<file path="config.mk">
export PLATFORM = sky130hd
export DESIGN_NAME = cm42_digit_encoder
export DESIGN_NICKNAME = d
export VERILOG_FILES = /design/src/rtl/cm42_digit_encoder.sv
export SDC_FILE = /design/constraint.sdc
export NUM_CORES = 1
export LEC_CHECK = 0
export BUFFER_PORTS_ARGS = -buffer_cell sky130_fd_sc_hd__clkbuf_2
export CAP_MARGIN = 15
export CORE_MARGIN = 2
export CORE_UTILIZATION = 63
export CTS_CLUSTER_DIAMETER = 200
export DETAILED_ROUTE_END_ITERATION = 8
export PLACE_DENSITY = 0.85
export SLEW_MARGIN = 20
export SYNTH_ARGS = -nofsm -noshare
export SYNTH_HDL_FRONTEND = slang
export SYNTH_SLANG_ARGS = --single-unit
</file>
<file path="constraint.sdc">
create_clock -name clk_i -period 10.45 [get_ports clk_i]
set_input_delay 2.09 -clock clk_i [delete_from_list [all_inputs] [get_ports clk_i]]
set_output_delay 2.09 -clock clk_i [all_outputs]
set_load 0.01 [all_outputs]
</file>
<file path="src/rtl/cm42_digit_encoder.sv">
// rtl/cm42_digit_encoder.sv - debounced 10-line active-low digit encoder with valid/ready output
//
// Purpose: inverse of the CM42 4-to-10 active-low decimal decoder. Ten active-low
// digit lines are registered, qualified for STABLE_CYCLES identical samples, and
// one BCD code per press is presented on a valid/ready handshake. All lines must
// return high for STABLE_CYCLES samples before the next press is accepted.
// A pattern with more than one line low is reported as ERR_CODE with code_err_o set.
//
// Ports:
//   clk_i         clock, rising edge
//   rst_i         asynchronous active-high reset
//   line_n_i[9:0] active-low digit lines, bit k low = digit k
//   code_ready_i  consumer accepts the code this cycle
//   code_valid_o  code_o / code_err_o are valid
//   code_o[3:0]   BCD digit 0..9, or ERR_CODE
//   code_err_o    presented pattern was multi-hot
//   err_count_o   saturating count of multi-hot events
//   busy_o        FSM is not idle
module cm42_digit_encoder #(
    parameter int         STABLE_CYCLES = 2,
    parameter logic [3:0] ERR_CODE      = 4'hF
) (
    input  logic       clk_i,
    input  logic       rst_i,
    input  logic [9:0] line_n_i,
    input  logic       code_ready_i,
    output logic       code_valid_o,
    output logic [3:0] code_o,
    output logic       code_err_o,
    output logic [7:0] err_count_o,
    output logic       busy_o
);

    typedef enum logic [1:0] {
        IDLE    = 2'd0,
        QUALIFY = 2'd1,
        PRESENT = 2'd2,
        RELEASE = 2'd3
    } state_t;

    localparam logic [9:0] IDLE_PAT = 10'h3FF;
    localparam logic [4:0] STABLE_W = 5'(STABLE_CYCLES);

    state_t     state_q, state_d;
    logic [9:0] line_q;
    logic [9:0] line_prev_q;
    logic [3:0] cnt_q, cnt_d;
    logic [3:0] code_q, code_d;
    logic       err_q, err_d;
    logic [7:0] err_count_q, err_count_d;
    logic       busy_q, busy_d;

    logic       pat_idle;
    logic       pat_changed;
    logic [4:0] cnt_plus;
    logic [3:0] low_idx;
    logic [3:0] low_count;
    logic       multi_hot;
    logic       load;

    // Locate the low line and count how many lines are low.
    always_comb begin
        low_idx   = 4'd0;
        low_count = 4'd0;
        for (int k = 0; k < 10; k++) begin
            if (!line_q[k]) begin
                low_idx   = 4'(k);
                low_count = low_count + 4'd1;
            end
        end
    end

    assign multi_hot   = (low_count > 4'd1);
    assign pat_idle    = (line_q == IDLE_PAT);
    assign pat_changed = (line_q != line_prev_q);
    assign cnt_plus    = {1'b0, cnt_q} + 5'd1;

    always_comb begin
        state_d     = state_q;
        cnt_d       = cnt_q;
        code_d      = code_q;
        err_d       = err_q;
        err_count_d = err_count_q;
        load        = 1'b0;

        unique case (state_q)
            IDLE: begin
                if (!pat_idle) begin
                    // The first non-idle sample already counts as one stable sample.
                    if (STABLE_W == 5'd1) begin
                        state_d = PRESENT;
                        load    = 1'b1;
                    end else begin
                        state_d = QUALIFY;
                        cnt_d   = 4'd1;
                    end
                end
            end
            QUALIFY: begin
                if (pat_changed) begin
                    if (pat_idle) begin
                        state_d = IDLE;
                        cnt_d   = 4'd0;
                    end else begin
                        cnt_d = 4'd1;
                    end
                end else if (cnt_plus >= STABLE_W) begin
                    state_d = PRESENT;
                    load    = 1'b1;
                end else begin
                    cnt_d = cnt_plus[3:0];
                end
            end
            PRESENT: begin
                if (code_ready_i) begin
                    state_d = RELEASE;
                    cnt_d   = 4'd0;
                end
            end
            RELEASE: begin
                // Counts consecutive idle samples; any press restarts the wait.
                if (pat_idle) begin
                    if (cnt_plus >= STABLE_W) begin
                        state_d = IDLE;
                        cnt_d   = 4'd0;
                    end else begin
                        cnt_d = cnt_plus[3:0];
                    end
                end else begin
                    cnt_d = 4'd0;
                end
            end
            default: begin
                state_d = IDLE;
                cnt_d   = 4'd0;
            end
        endcase

        if (load) begin
            err_d  = multi_hot;
            code_d = multi_hot ? ERR_CODE : low_idx;
            if (multi_hot && (err_count_q != 8'hFF)) begin
                err_count_d = err_count_q + 8'd1;
            end
        end
    end

    assign busy_d = (state_d != IDLE);

    always_ff @(posedge clk_i or posedge rst_i) begin
        if (rst_i) begin
            state_q     <= IDLE;
            line_q      <= IDLE_PAT;
            line_prev_q <= IDLE_PAT;
            cnt_q       <= 4'd0;
            code_q      <= 4'd0;
            err_q       <= 1'b0;
            err_count_q <= 8'd0;
            busy_q      <= 1'b0;
        end else begin
            state_q     <= state_d;
            line_q      <= line_n_i;
            line_prev_q <= line_q;
            cnt_q       <= cnt_d;
            code_q      <= code_d;
            err_q       <= err_d;
            err_count_q <= err_count_d;
            busy_q      <= busy_d;
        end
    end

    assign code_valid_o = (state_q == PRESENT);
    assign code_o       = code_q;
    assign code_err_o   = err_q;
    assign err_count_o  = err_count_q;
    assign busy_o       = busy_q;

endmodule

</file>
==> results.ini <==
[yosys]
synth_edf_count=0
synth.avg_cell_area_um2=9.97
yosysUniqueCellTypes=50
syn-num-nets=276
async_reset_ff_share_pct=100
ys_seq_elements=40
synthCells=249
synth_area_um2=2480
synth_ff_type=dfstp_2
synth_warnings=0
seq_area_frac_synth_pct=41.3

[global_routing]
grt_max_degree=41
grt_busiest_layer=met2
grt_use_met2_pct=43.9
grt.met3_usage_pct=5.24
track_usage_pct=25.2
grt_overflow=0
antenna_found_initial=0
globalRouteMet1Util_pct=30.3
grt_first_pass_wirelength_um=8220
grt_pass1_vias=1802

[clock_tree]
clock-root-buffer=clkbuf_8
hold_buffers=0
cts_buffers=5
ctsResizeCount=0
clk_pin_slew_worst_paths_ns=0.07
cts.sinks=40
clkLatencyLatePin_ns=0.29
clockBufferDepth=2
cts_tree=built
htreeDepth=2
cts_setup_buffers=0

[die]
initial_core_util_pct=66.8
die_w_um=66.8
die-area_um2=4460
core_um2=3720
std_cell_rows=22
die_height_um=66.8
io_pins=28

[layout]
multi_input_area_um2=1360
nets=301
ff_latch_area_um2=1030
area_delta_synth_final_pct=9.27
final.fill_count=278
diodes=0
layout-drive-gt1-share_pct=23.7

[status]
status=completed

[power]
powerDensity_nw_per_um2=157
internal-power_uw=282
swShare_pct=33.6
leakagePower_uw=0.00125
p_switching_uw=143
vdd_drop_max_mv=0.108
pwr-share-clk_pct=22.8
p_total_uw=425
seqPwrFrac_pct=41.2
p_comb_share_pct=36.0

[sta]
holdWs_ns=0.404
slew-limit-headroom_pct=59.1
fin_crit_sh_pct=56.3
tns_ns=0
rsz0062_at_grt=false
setup_violations=0
min_period_ns=5.88
hold_violations=0
slew_violations=0
finClkSkew_ns=0.00913
worstMarginPinSlew_ns=0.610
max_freq_mhz=170

[setup_path]
arrival_ns=6.05
crit_required_ns=10.62
worst-path-max-fanout=12
critPathCaptureType=flip-flop
r2r_slack_ns=4.57
critPathLaunchType=flip-flop
path_class=flip-flop to flip-flop

[placed_design]
dp_hpwl_um=3590
port_buffers=27
place_congestion=0.872

[routing]
drtAntennaViolNets=0
avgRoutedWirePerCell_um=15.3
drt_iter0_markers=85
vias_per_cell=5.89
drt-total-wl_um=4930
drc_errors=0
first_pass_iters=4
num_vias=1897

[job]
cap_violations=0

[hold_path]
hp-class=flip-flop to flip-flop

==> per-stage QoR <==
step           area, um2  std cells  util [%]  worst slack, ns
6_report            2710        322      73.0             4.57
5_1_grt             2710        322      73.0             4.10
3_3_place_gp        2640        315      70.9             4.81
4_1_cts             2710        322      73.0             4.60
2_1_floorplan       2480        249         -             5.51
3_5_place_dp        2640        315      70.9             4.63
==> worst paths after layout <==
kind	from	to	cells past startpoint
max in group asynchronous	rst_i	line_q[4]	3
max	line_q[0]	err_count_o[1]	24
min reg2reg	line_q[1]	line_prev_q[1]	0
min	line_q[1]	line_prev_q[1]	0
min in group asynchronous	rst_i	code_o[1]	3
max reg2reg	line_q[0]	err_count_o[1]	24
==> per-layer routing <==
layer	vias up	share of wire, %
met5	-	0
met4	0	2.9
met3	14	3.4
met2	58	51
met1	921	42
li1	904	-
==> power by group through the flow <==
| stage | Sequential (uW) | Clock [uW] | Combinational, uW |
|---|---|---|---|
| 2_1_floorplan | 173 | 0 | 135 |
| 3_3_place_gp | 177 | 0 | 146 |
| 3_5_place_dp | 178 | 0 | 152 |
| 4_1_cts | 175 | 97.8 | 153 |
| 5_1_grt | 177 | 102 | 170 |
| 6_report | 175 | 96.9 | 153 |
==> layout make-up <==
cell class / count / share of cell area [%]
sequential: 40 / 37.8
timing repair buffer: 29 / 5.53
inverter: 10 / 1.38
clock inverter: 1 / 0.184
tap: 48 / 2.21
multi-input combinational: 188 / 50.2
clock buffer: 6 / 2.67
==> worst max-delay path, cell delays in order, from the launching register on <==
cell,delay (ns)
dfstp_2,0.58
inv_1,0.07
ha_1,0.37
xnor2_4,0.24
ha_1,0.28
nor2b_1,0.13
a31oi_1,0.26
xnor2_1,0.19
o21ai_0,0.11
ha_1,0.30
nor2_1,0.05
a31oi_1,0.21
nor2_1,0.09
xnor2_1,0.20
o21ai_0,0.12
ha_1,0.19
nor2b_1,0.13
xnor2_1,0.20
xnor3_1,0.29
xnor2_1,0.31
a31oi_1,0.14
and3_1,0.18
nor3_2,0.52
nand3b_1,0.25
mux2_1,0.34
==> kinds of logic (layout without fill, tap and decap cells) <==
family	count (synthesis)	count (layout)	share of synthesized area, %
AOI/OAI and AO/OA	43	43	11.0
xor gates and xnor gates	38	38	16.4
adders and majority gates	14	14	7.05
buffers and inverters	21	46	3.83
DFF	40	40	41.3
muxes	4	4	1.81
and+or+nand+nor	89	89	18.6
==> state kept, by name, summed over array words and instances (netlist names) <==
name	count
line_prev_q	10
line_q	10
err_count_o	8
cnt_q	4
code_o	4
state_q	2
busy_o	1
code_err_o	1
==> cells in the final DEF (no fill, tap or decap), types with 8 or more instances in the layout <==
cell / Yosys / final
clkbuf_2: 0 / 27
nand2_1: 19 / 19
dfrtp_1: 20 / 20
nor2b_1: 10 / 10
a21oi_1: 10 / 10
xnor2_1: 16 / 16
ha_1: 14 / 14
xor2_1: 16 / 16
nor2_1: 18 / 18
inv_1: 8 / 8
o21ai_0: 11 / 11
dfstp_2: 20 / 20
nor3_1: 9 / 9
==> cell usage after synthesis (5+ instances only) <==
master | number | area share [%]
o21ai_0 | 11 | 2.2
nor2b_1 | 10 | 2.5
nor2_1 | 18 | 2.7
clkbuf_1 | 7 | 1.1
a21oi_1 | 10 | 2.0
xor2_1 | 16 | 5.6
xnor2_1 | 16 | 5.6
dfrtp_1 | 20 | 20
a31oi_1 | 5 | 1.3
nand2_1 | 19 | 2.9
ha_1 | 14 | 7.1
dfstp_2 | 20 | 21
nand3_1 | 5 | 1.0
nand2b_1 | 6 | 1.5
nor3_1 | 9 | 1.8
inv_1 | 8 | 1.2
Note: power is estimated with default switching activity, not from simulation.
